==> config.mk <==
export PLATFORM = sky130hd
export DESIGN_NAME = ctrl_sequencer
export DESIGN_NICKNAME = d
export VERILOG_FILES = /design/src/rtl/cpu_ctrl_pkg.sv /design/src/rtl/ctrl_step_counter.sv /design/src/rtl/ctrl_sequencer.sv
export SDC_FILE = /design/constraint.sdc
export NUM_CORES = 1
export LEC_CHECK = 0
export ABC_AREA = 0
export BUFFER_PORTS_ARGS = -buffer_cell sky130_fd_sc_hd__buf_2
export CAP_MARGIN = 10
export CORE_AREA = 2 2 39 41
export CTS_CLUSTER_DIAMETER = 40
export DETAILED_ROUTE_END_ITERATION = 10
export DIE_AREA = 0 0 41 43
export GPL_ROUTABILITY_DRIVEN = 0
export GPL_TIMING_DRIVEN = 0
export PLACE_DENSITY = 0.67
export SLEW_MARGIN = 0
export SYNTH_ARGS = -nofsm -noshare
export SYNTH_HDL_FRONTEND = slang
export SYNTH_HIERARCHICAL = 1
export SYNTH_SLANG_ARGS = --single-unit
==> constraint.sdc <==
create_clock -name clk -period 2.02 [get_ports clk]
set_input_delay 0.202 -clock clk [delete_from_list [all_inputs] [get_ports clk]]
set_output_delay 0.202 -clock clk [all_outputs]
set_load 0.02 [all_outputs]
==> src/rtl/cpu_ctrl_pkg.sv <==
// Shared constants for the 8-bit bus CPU control sequencer: opcodes, micro-steps,
// control-word bit layout and the per-opcode last step used by CTRL_EARLY_FETCH_EN.
package cpu_ctrl_pkg;

    localparam logic [3:0] OP_NOP = 4'h0;
    localparam logic [3:0] OP_LDA = 4'h1;
    localparam logic [3:0] OP_ADD = 4'h2;
    localparam logic [3:0] OP_SUB = 4'h3;
    localparam logic [3:0] OP_STA = 4'h4;
    localparam logic [3:0] OP_LDI = 4'h5;
    localparam logic [3:0] OP_JMP = 4'h6;
    localparam logic [3:0] OP_JC  = 4'h7;
    localparam logic [3:0] OP_JZ  = 4'h8;
    localparam logic [3:0] OP_OUT = 4'hE;
    localparam logic [3:0] OP_HLT = 4'hF;

    localparam logic [2:0] T0 = 3'd0;
    localparam logic [2:0] T1 = 3'd1;
    localparam logic [2:0] T2 = 3'd2;
    localparam logic [2:0] T3 = 3'd3;
    localparam logic [2:0] T4 = 3'd4;

    // Control word is held in output polarity: *_n bits idle high, su/ce/hlt idle low.
    localparam int CW_HLT  = 0;
    localparam int CW_MI_N = 1;
    localparam int CW_RI_N = 2;
    localparam int CW_RO_N = 3;
    localparam int CW_II_N = 4;
    localparam int CW_IO_N = 5;
    localparam int CW_AI_N = 6;
    localparam int CW_AO_N = 7;
    localparam int CW_BI_N = 8;
    localparam int CW_EO_N = 9;
    localparam int CW_SU   = 10;
    localparam int CW_FI_N = 11;
    localparam int CW_OI_N = 12;
    localparam int CW_CO_N = 13;
    localparam int CW_J_N  = 14;
    localparam int CW_CE   = 15;
    localparam int CW_W    = 16;

    localparam logic [CW_W-1:0] CW_IDLE =
        ~((CW_W'(1) << CW_HLT) | (CW_W'(1) << CW_SU) | (CW_W'(1) << CW_CE));

    function automatic logic [2:0] last_step(input logic [3:0] op);
        case (op)
            OP_LDI, OP_JMP, OP_JC, OP_JZ, OP_OUT, OP_HLT: last_step = T2;
            OP_LDA, OP_STA:                               last_step = T3;
            OP_ADD, OP_SUB:                               last_step = T4;
            default:                                      last_step = T1;
        endcase
    endfunction

endpackage

==> src/rtl/ctrl_step_counter.sv <==
// Micro-step counter: wraps at NUM_STEPS-1, freezes under hold, and restarts
// at T0 on early_rst. hold wins over early_rst; clr wins over everything.
module ctrl_step_counter #(
    parameter  int NUM_STEPS = 5,
    localparam int STEP_W    = $clog2(NUM_STEPS)
) (
    input  logic              clk,
    input  logic              clr,
    input  logic              hold,
    input  logic              early_rst,
    output logic [STEP_W-1:0] step
);

    logic [STEP_W-1:0] r_step;

    always_ff @(posedge clk) begin
        if (clr)
            r_step <= '0;
        else if (hold)
            r_step <= r_step;
        else if (early_rst || r_step == STEP_W'(NUM_STEPS - 1))
            r_step <= '0;
        else
            r_step <= r_step + STEP_W'(1);
    end

    assign step = r_step;

endmodule

==> src/rtl/ctrl_sequencer.sv <==
// Microcoded control sequencer: decodes (step, halted, opcode, flags) into the
// bus control word. Define CTRL_EARLY_FETCH_EN to end each instruction at its last used step.
module ctrl_sequencer
    import cpu_ctrl_pkg::*;
#(
    parameter  int NUM_STEPS = 5,
    parameter  int OPCODE_W  = 4,
    localparam int STEP_W    = $clog2(NUM_STEPS)
) (
    input  logic                clk,
    input  logic                clr,
    input  logic [OPCODE_W-1:0] opcode,
    input  logic                carry_f,
    input  logic                zero_f,
    output logic [STEP_W-1:0]   step,
    output logic                hlt,
    output logic                mi_n,
    output logic                ri_n,
    output logic                ro_n,
    output logic                ii_n,
    output logic                io_n,
    output logic                ai_n,
    output logic                ao_n,
    output logic                bi_n,
    output logic                eo_n,
    output logic                su,
    output logic                fi_n,
    output logic                oi_n,
    output logic                co_n,
    output logic                j_n,
    output logic                ce
);

    logic              r_halted;
    logic              w_halt_now;
    logic              w_early_rst;
    logic [STEP_W-1:0] w_step;
    logic [CW_W-1:0]   w_cw;

    assign w_halt_now = !r_halted && (w_step == T2) && (opcode == OP_HLT);

`ifdef CTRL_EARLY_FETCH_EN
    assign w_early_rst = (w_step == last_step(opcode));
`else
    assign w_early_rst = 1'b0;
`endif

    ctrl_step_counter #(.NUM_STEPS(NUM_STEPS)) u_step (
        .clk       (clk),
        .clr       (clr),
        .hold      (r_halted | w_halt_now),
        .early_rst (w_early_rst),
        .step      (w_step)
    );

    always_ff @(posedge clk) begin
        if (clr)
            r_halted <= 1'b0;
        else if (w_halt_now)
            r_halted <= 1'b1;
    end

    always_comb begin
        w_cw = CW_IDLE;
        if (r_halted) begin
            w_cw[CW_HLT] = 1'b1;
        end else begin
            case (w_step)
                T0: begin
                    w_cw[CW_CO_N] = 1'b0;
                    w_cw[CW_MI_N] = 1'b0;
                end
                T1: begin
                    w_cw[CW_RO_N] = 1'b0;
                    w_cw[CW_II_N] = 1'b0;
                    w_cw[CW_CE]   = 1'b1;
                end
                T2: begin
                    case (opcode)
                        OP_LDA, OP_ADD, OP_SUB, OP_STA: begin
                            w_cw[CW_IO_N] = 1'b0;
                            w_cw[CW_MI_N] = 1'b0;
                        end
                        OP_LDI: begin
                            w_cw[CW_IO_N] = 1'b0;
                            w_cw[CW_AI_N] = 1'b0;
                        end
                        OP_JMP: begin
                            w_cw[CW_IO_N] = 1'b0;
                            w_cw[CW_J_N]  = 1'b0;
                        end
                        // Flags are taken as-is this cycle; no filtering of late changes.
                        OP_JC: begin
                            w_cw[CW_IO_N] = !carry_f;
                            w_cw[CW_J_N]  = !carry_f;
                        end
                        OP_JZ: begin
                            w_cw[CW_IO_N] = !zero_f;
                            w_cw[CW_J_N]  = !zero_f;
                        end
                        OP_OUT: begin
                            w_cw[CW_AO_N] = 1'b0;
                            w_cw[CW_OI_N] = 1'b0;
                        end
                        OP_HLT: w_cw[CW_HLT] = 1'b1;
                        default: ;
                    endcase
                end
                T3: begin
                    case (opcode)
                        OP_LDA: begin
                            w_cw[CW_RO_N] = 1'b0;
                            w_cw[CW_AI_N] = 1'b0;
                        end
                        OP_ADD, OP_SUB: begin
                            w_cw[CW_RO_N] = 1'b0;
                            w_cw[CW_BI_N] = 1'b0;
                        end
                        OP_STA: begin
                            w_cw[CW_AO_N] = 1'b0;
                            w_cw[CW_RI_N] = 1'b0;
                        end
                        default: ;
                    endcase
                end
                T4: begin
                    if (opcode == OP_ADD || opcode == OP_SUB) begin
                        w_cw[CW_EO_N] = 1'b0;
                        w_cw[CW_AI_N] = 1'b0;
                        w_cw[CW_FI_N] = 1'b0;
                        w_cw[CW_SU]   = (opcode == OP_SUB);
                    end
                end
                default: ;
            endcase
        end
    end

    assign step = w_step;
    assign hlt  = w_cw[CW_HLT];
    assign mi_n = w_cw[CW_MI_N];
    assign ri_n = w_cw[CW_RI_N];
    assign ro_n = w_cw[CW_RO_N];
    assign ii_n = w_cw[CW_II_N];
    assign io_n = w_cw[CW_IO_N];
    assign ai_n = w_cw[CW_AI_N];
    assign ao_n = w_cw[CW_AO_N];
    assign bi_n = w_cw[CW_BI_N];
    assign eo_n = w_cw[CW_EO_N];
    assign su   = w_cw[CW_SU];
    assign fi_n = w_cw[CW_FI_N];
    assign oi_n = w_cw[CW_OI_N];
    assign co_n = w_cw[CW_CO_N];
    assign j_n  = w_cw[CW_J_N];
    assign ce   = w_cw[CW_CE];

    // Only one source may drive the shared bus in any cycle.
    a_bus_single_driver: assert property (@(posedge clk) disable iff (clr)
        $onehot0({~ro_n, ~io_n, ~ao_n, ~eo_n, ~co_n}));

endmodule

# Yosys cells after proc, flatten, opt, wreduce, memory -nomap -nowiden

Index checks and enable logic that the tools add are counted.

Latch bits: 0
Flip-flop bits (word level): 4
Bits in read-only memories: 0
Bits in writable memories: 0
Memories: 0
Logic and storage cells: 58
Output and inout port bits: 19

Eq/ne operators: 14
Div/mod/pow operators: 0
Add/subtract/negate cells: 1
Reductions and logical operators: 11
Bitwise logic cells: 1
Order comparisons: 0
Multiply operators: 0
Muxes and demuxes: 29
Shift operators: 0

Operators by type and width:

| kind                                          | number |
|---|---|
| two-way mux 1 bit                             | 19 |
| == test 4 x 3 -> 1 bit, second input constant | 4 |
| two-way mux 15 bit                            | 1 |
| == test 4 bit, second input constant          | 3 |
| two-way mux 3 bit                             | 3 |
| one-hot mux 1 bit (3 select lines)            | 3 |
| == test 4 x 2 -> 1 bit, second input constant | 2 |
| == test 3 x 2 -> 1 bit, second input constant | 2 |
| one-hot mux 1 bit (2 select lines)            | 3 |
| OR reduction 6 bit                            | 1 |
| == test 4 x 1 -> 1 bit, second input constant | 1 |
| OR reduction 4 bit                            | 1 |
| adder 3 x 1 -> 3 bit, second input constant   | 1 |
| == test 3 x 1 -> 1 bit, second input constant | 1 |
| == test 3 bit, second input constant          | 1 |
| zero test 1 bit                               | 3 |
| zero test 3 bit                               | 1 |
| OR reduction 3 bit                            | 1 |
| logical AND 1 bit                             | 2 |
| OR reduction 2 bit                            | 1 |
| logical OR 1 bit                              | 1 |
| OR 1 bit                                      | 1 |

# Logic depth before layout (Yosys ltp)

Gate-level depths: netlist of run 1.

Depth after elaboration: 5
Gate-level depth with buffers: 6
Gate-level depth less buffers: 5

# Hierarchy

The synthesis of run 1 kept the hierarchy.

By module, submodules not included:

| module            | area an instance (um^2) | sequential area each (um^2) | cells an instance | times used |
|---|---|---|---|---|
| ctrl_sequencer    | 327.8                   | 20.0                        | 48                | 1 |
| ctrl_step_counter | 150.1                   | 60.1                        | 16                | 1 |

# Least setup slack after synthesis of run 1

No wires, ideal clock.

Kind: register -> register
Start: reg u_step.r_step[2], in the netlist u_step/step[2]
End: reg u_step.r_step[2], in the netlist u_step/step[2]
Stages on the path, launching flop included: 5
Slack: 0.285 ns
Arrival time: 1.665 ns
Clock period less this slack: 1.735 ns
Library setup time: 0.070 ns
Buffers on the path: 0
Cells stage by stage: dfxtp_1 > and3b_1 > a41o_1 > or4b_1 > a21oi_1

Longest elaborated chain between the ends: 4

Ends and longest elaborated chain:

| element                                                                      | RTL line                | RTL |
|---|---|---|
| start: declaration                                                           | ctrl_step_counter.sv:14 | `logic [STEP_W-1:0] r_step;` |
| start signal: assignment                                                     | ctrl_step_counter.sv:20 | `r_step <= r_step;` |
| start signal: assignment                                                     | ctrl_step_counter.sv:24 | `r_step <= r_step + STEP_W'(1);` |
| parallel branches: the longest is 4 deep, another holds adder 3 x 1 -> 3 bit | n/a                     |  |

Several ways; the timed one is not identified.
A chain may end at the register's enable or synchronous reset.

# Final worst setup path of run 1

Same ends and word-level chain as after synthesis.

==> impl_results.md, run 1 <==
* Status: completed
* Yosys reg bits at 4
* Routing usage on met3 at 6.28%
* Power density cells at 410 nW/um^2
* Endpoints failing setup at 0
* Clock tree root buffer cell: clkbuf_4
* Post-CTS setup buffers at 0
* Synth Flop Type: dfxtp_1
* Avg Inst Size Synth at 7.47 um^2
* Initial antenna violation count at 0
* Die height at 43 um
* Routed wire length at 1250 um
* Synth Warn # at 6
* DRT Pass-1 Iters at 4
* Final period utilization at 89.3%
* GR peak layer: met2
* Starting Density at 34.5%
* RSZ-0062 raised after global routing: no
* Tot GR Track Use at 15.9%
* CP endpoint kind: register
* Post-Syn Area at 478 um^2
* Post-synthesis xor/xnor area fraction at 3.66%
* CTS tree: done
* Share of cells above drive strength 1 at 36.6%
* Port bufs at 24
* Seq/Total Area, Yosys at 16.8%
* DRT antenna net count at 0
* Hold_buf cts at 0
* WL/cell at 11.4 um
* Most frequent cells in the layout: 25 x buf_2, 7 x nor2_1
* Layout area overhead at 35.6%
* Largest family of logic cells by synthesized area: simple AND/OR/NAND/NOR gates
* EDFF count, synth at 0
* Pin count of the biggest net entering global routing at 12
* Clk buf depth at 2
* Clock tree sinks at 4
* Post-synth ARST share at 0%
* Leakage at 0.303 nW
* Place WS at 0.225 ns
* Nets at 105
* H-tree levels at 1
* Pwr Total at 266 uW
* DP Area at 626 um^2
* Clock Latency Late Sink at 0.24 ns
* Worst Setup Start Kind: register
* Final Instance Area at 648 um^2
* Drt initial violations at 5
* Crit-path max FO at 11
* FP Rows at 14
* Post-Synth Simple-Gate Area at 40.6%
* GR Util met1 at 18.0%
* Ant diodes at 0
* Critical Path RT at 2.18 ns
* Yosys cell types at 31
* Worst setup path category: register to register
* Commonest non-fill, non-tap cell in the layout: buf_2
* DIE AREA at 1760 um^2
* Post-Synth Adder-Cell Area at 5.24%
* First-pass GRT wire length at 1910 um
* Core area at 1380 um^2
* Post-synthesis mux area share at 2.09%
* Clk_skew at 0.00746 ns
* TNS Setup at 0 ns
* Number of global-route vias before repair at 484
* FMAX at 0.554 GHz
* Die Width at 41 um
* Post-CTS Resized at 0
* Via count at 551
* Worst hold path type: primary input to register
* Final hold violations at 0
* Final Max Slew Viols at 0
* Setup ws final at 0.216 ns
* Compound-Gate Fraction of Synth Area at 20.4%
* Max-Cap Viols at 0
* I/O Pins at 27
* Gate Count Post-Synth at 64
* Post-route DRC violation count at 0
* VDD IR max at 0.000355 V
* GRT met2 Usage at 26.3%
* CTS buffer count at 3
* Critical Path AT at 1.97 ns
* Reg clk slew, reported paths at 0.04 ns
* Minimum clock period at 1.80 ns
* GR Overflow Total at 0
* Dpl hpwl at 934 um
* Vias per cell at 5.06
stage by stage:
stage | hold slack (ns) | cells | utilization, %
final | 0.169 | 109 | 46.8
after CTS | 0.164 | 109 | 46.8
after detailed placement | 0.418 | 106 | 45.2
after global routing | 0.171 | 109 | 46.8
after floorplan | 0.271 | 66 | -
after global placement | 0.410 | 106 | 45.2
cell families (layout without fill, tap and decap cells):
| family | after synthesis | count (layout) |
|---|---|---|
| simple gates | 33 | 33 |
| compound gates | 13 | 13 |
| buf+inv | 8 | 35 |
| flops | 4 | 4 |
| fa+ha+maj | 2 | 2 |
| xor+xnor | 2 | 2 |
| other cells | 1 | 3 |
| mux | 1 | 1 |
layout make-up:
cell class	instances	area, um^2
well taps	16	20.0
fillers	164	736
plain buffers	4	35.0
multi-input cells	54	355
clock buffers	3	22.5
flip-flops and latches	4	80.1
repair buffers	24	120
inverters	4	15.0
path summary, 6_finish.rpt:
check	from	to	slack, ns	cells after the start
max	u_step/step[2]	u_step/step[2]	0.22	4
min	clr	r_halted	0.17	2
min reg2reg	u_step/step[2]	u_step/step[2]	0.64	2
max reg2reg	u_step/step[2]	u_step/step[2]	0.22	4
report_power, final:
| group | internal [mW] | switching [mW] |
|---|---|---|
| clock network | 0.0665 | 0.0333 |
| logic | 0.0327 | 0.0459 |
| registers | 0.0815 | 0.00584 |
| total | 0.181 | 0.0851 |
per-layer routing:
layer	up-vias	wire length [um]	part of all wire, %
met2	18	616	49
met3	0	72	5.8
met5	-	0	0
met4	0	0	0
met1	247	556	45
li1	286	-	-
Yosys cell counts (2+ instances only):
| master | number | area share (%) |
|---|---|---|
| ha_1 | 2 | 5.2 |
| a41o_1 | 2 | 4.2 |
| buf_6 | 2 | 4.7 |
| a21boi_1 | 2 | 3.1 |
| xnor2_1 | 2 | 3.7 |
| o21ai_1 | 3 | 3.1 |
| nor2b_1 | 4 | 5.2 |
| nand2b_1 | 3 | 3.9 |
| nor2_1 | 7 | 5.5 |
| nor4_1 | 4 | 5.2 |
| inv_1 | 4 | 3.1 |
| dfxtp_1 | 4 | 17 |
| nor3_1 | 4 | 4.2 |
| nand2_1 | 4 | 3.1 |
worst max-delay path: stages (launching register included):
cell and delay [ns]:
dfxtp_1 0.50, and3b_1 0.25, a41o_1 0.30, or4b_1 0.54
a21oi_1 0.15
registers in the layout, indices dropped and copies added, names as in the netlist:
register	count
r_halted	1
u_step/step	3
Note: power is estimated with default switching activity, not from simulation.
==> run 2: changes to the inputs <==
--- a/config.mk
+++ b/config.mk
@@ -5,18 +5,18 @@
 export SDC_FILE = /design/constraint.sdc
 export NUM_CORES = 1
 export LEC_CHECK = 0
-export ABC_AREA = 0
+export ABC_AREA = 1
 export BUFFER_PORTS_ARGS = -buffer_cell sky130_fd_sc_hd__buf_2
-export CAP_MARGIN = 10
 export CORE_AREA = 2 2 39 41
 export CTS_CLUSTER_DIAMETER = 40
 export DETAILED_ROUTE_END_ITERATION = 10
 export DIE_AREA = 0 0 41 43
 export GPL_ROUTABILITY_DRIVEN = 0
 export GPL_TIMING_DRIVEN = 0
-export PLACE_DENSITY = 0.67
+export PLACE_DENSITY = 0.7
 export SLEW_MARGIN = 0
 export SYNTH_ARGS = -nofsm -noshare
 export SYNTH_HDL_FRONTEND = slang
 export SYNTH_HIERARCHICAL = 1
 export SYNTH_SLANG_ARGS = --single-unit
+export TNS_END_PERCENT = 20
==> run 2 against run 1 <==
  * Routed wire length rose by 0.72%
  * Hold slack got worse by 0.029 ns
  * Utilization is 2.7 points higher
  * Sequential share of layout area shrank 0.68 points
  * Register-to-register slack gained 0.39 ns
==> impl_results.md, run 2 <==
* FMAX at 0.602 GHz
* Max-Cap Viols at 0
* Share of cells above drive strength 1 at 30.2%
* Ant diodes at 0
* I/O Pins at 27
* Post-CTS setup buffers at 0
* Layout area overhead at 33.7%
* GR Overflow Total at 0
* DP Area at 663 um^2
* Crit-path max cell delay at 0.45 ns
* Worst Setup Start Kind: register
* RR Endpoint: u_step/step[2]
* Final Util at 49.5%
* Critical Path AT at 1.46 ns
* TNS Setup at 0 ns
* Number of global-route vias before repair at 540
* Max stage delay cell, worst path: dfxtp_1
* Pwr Total at 267 uW
* Pin count of the biggest net entering global routing at 10
* Drt initial violations at 8
* WL/cell at 8.65 um
* Hold depth at 2
* Reg clk slew, reported paths at 0.04 ns
* Routed wire length at 1250 um
* Clock tree root buffer cell: clkbuf_4
* First-pass GRT wire length at 1950 um
* Clock Latency Late Sink at 0.23 ns
* Mapped Nets at 110
* Post-Syn Area at 513 um^2
* Final Max Slew Viols at 0
* Clock tree sinks at 4
* Setup ws final at 0.359 ns
* Hold_buf cts at 0
* Initial antenna violation count at 0
* EDFF count, synth at 0
* CTS buffer count at 3
* Avg Inst Size Synth at 5.13 um^2
* Vias per cell at 4.48
* Yosys reg bits at 4
* Largest area contributor in the netlist: nand2_1
* DRT antenna net count at 0
* Synth cell count leaders: 28 x nand2_1, 20 x nor2_1, 15 x inv_1, 10 x nand3_1
* Clk buf depth at 2
* Place WS at 0.583 ns
* Reg2reg path depth at 10
* CTS tree: done
* VDD IR max at 0.000445 V
* Seq/Total Area, Yosys at 15.6%
* Minimum clock period at 1.66 ns
* Yosys cell types at 19
* Nets at 141
* Post-route DRC violation count at 0
* RSZ-0062 raised after global routing: no
* Tot GR Track Use at 15.8%
* Crit-path max FO at 7
* Endpoints failing setup at 0
* Core area at 1380 um^2
* Leakage at 0.381 nW
* DIE AREA at 1760 um^2
* Commonest non-fill, non-tap cell in the layout: nand2_1
* Most common cell in the netlist: nand2_1
* Setup slack, reg-to-reg at 0.61 ns
* Fillers at 159
* Via count at 649
* CP endpoint kind: output port
* Final period utilization at 82.2%
* Placed Instances at 142
* Worst setup path category: register to output port
* Post-synth ARST share at 0%
* Dpl hpwl at 1060 um
* Starting Density at 37.1%
* Status: completed
* Post-CTS Resized at 0
* Synth Flop Type: dfxtp_1
* Power density cells at 389 nW/um^2
* Most frequent cells in the layout: 28 x nand2_1, 26 x buf_2, 20 x nor2_1
* Worst Hold Endpoint: r_halted
* Final hold violations at 0
* Clk_skew at 0.00117 ns
* Top-area cell type share of the netlist area at 20.5%
* Final Instance Area at 686 um^2
* H-tree levels at 1
* Area contributors post-synth: nand2_1 20%, dfxtp_1 16%, nor2_1 15%
* Critical Path RT at 1.82 ns
* RR Startpoint: u_step/step[0]
* FP Rows at 14
* Worst Hold Launch: clr
* Gate Count Post-Synth at 100
* Max reg flops at 3
* Cell Chain, Critical Path: inv_1 > nor3_1 > nand3_1 > buf_4 > buf_2
* Hold slack at 0.140 ns
* Worst hold path type: primary input to register
* Non-Filler Instances at 145
* Die Width at 41 um
* Synth Warn # at 6
* Port bufs at 26
* DRT Pass-1 Iters at 4
* Die height at 43 um
-- run 2: worst max path at each step --
| stage | startpoint | to | slack [ns] | cells after the start |
|---|---|---|---|---|
| 3_5_place_dp | u_step/step[2] | fi_n | 0.58 | 5 |
| 4_1_cts | u_step/step[2] | fi_n | 0.32 | 5 |
| 6_report | u_step/step[2] | fi_n | 0.36 | 5 |
| 5_1_grt | u_step/step[2] | fi_n | 0.26 | 5 |
| 3_3_place_gp | u_step/step[2] | fi_n | 0.60 | 5 |
| 2_1_floorplan | u_step/step[2] | su | 0.40 | 4 |
-- run 2: layout make-up --
| cell class | count | area, um^2 | area share (%) |
|---|---|---|---|
| buffer | 1 | 7.51 | 1.09 |
| clock buffer | 3 | 22.5 | 3.28 |
| sequential | 4 | 80.1 | 11.7 |
| tap | 16 | 20.0 | 2.92 |
| inverter | 19 | 71.3 | 10.4 |
| timing repair buffer | 26 | 130 | 19.0 |
| multi-input combinational | 76 | 354 | 51.6 |
-- run 2: power by group --
| part | switching, mW | internal, mW | total (mW) |
|---|---|---|---|
| registers | 0.00577 | 0.0819 | 0.0877 |
| logic | 0.0552 | 0.0298 | 0.0850 |
| clock network | 0.0281 | 0.0661 | 0.0942 |
| total | 0.0890 | 0.178 | 0.267 |
-- run 2: cell families after synthesis --
family                     count (synthesis)  share of synthesized area [%]
adders and majority gates                  2                           4.88
other                                      1                          0.731
xor gates and xnor gates                   1                           1.71
AOI/OAI and AO/OA                          5                           5.37
DFF                                        4                           15.6
and+or+nand+nor                           67                           56.3
buffers and inverters                     20                           15.4
-- run 2: routing by layer --
metal | share of wire [%] | track usage, % | routed length, um | vias up
met5 | 0 | 0 | 0 | -
met4 | 0 | 6.00 | 0 | 0
met3 | 5.2 | 1.57 | 65 | 0
met2 | 51 | 27.2 | 640 | 16
met1 | 44 | 18.6 | 548 | 271
li1 | - | - | - | 362
-- run 2: critical path: cells and delay by family, from the launching register on --
family | cells | cell delay [ns]
buffers and inverters | 3 | 0.42
DFF | 1 | 0.45
and+or+nand+nor | 2 | 0.37
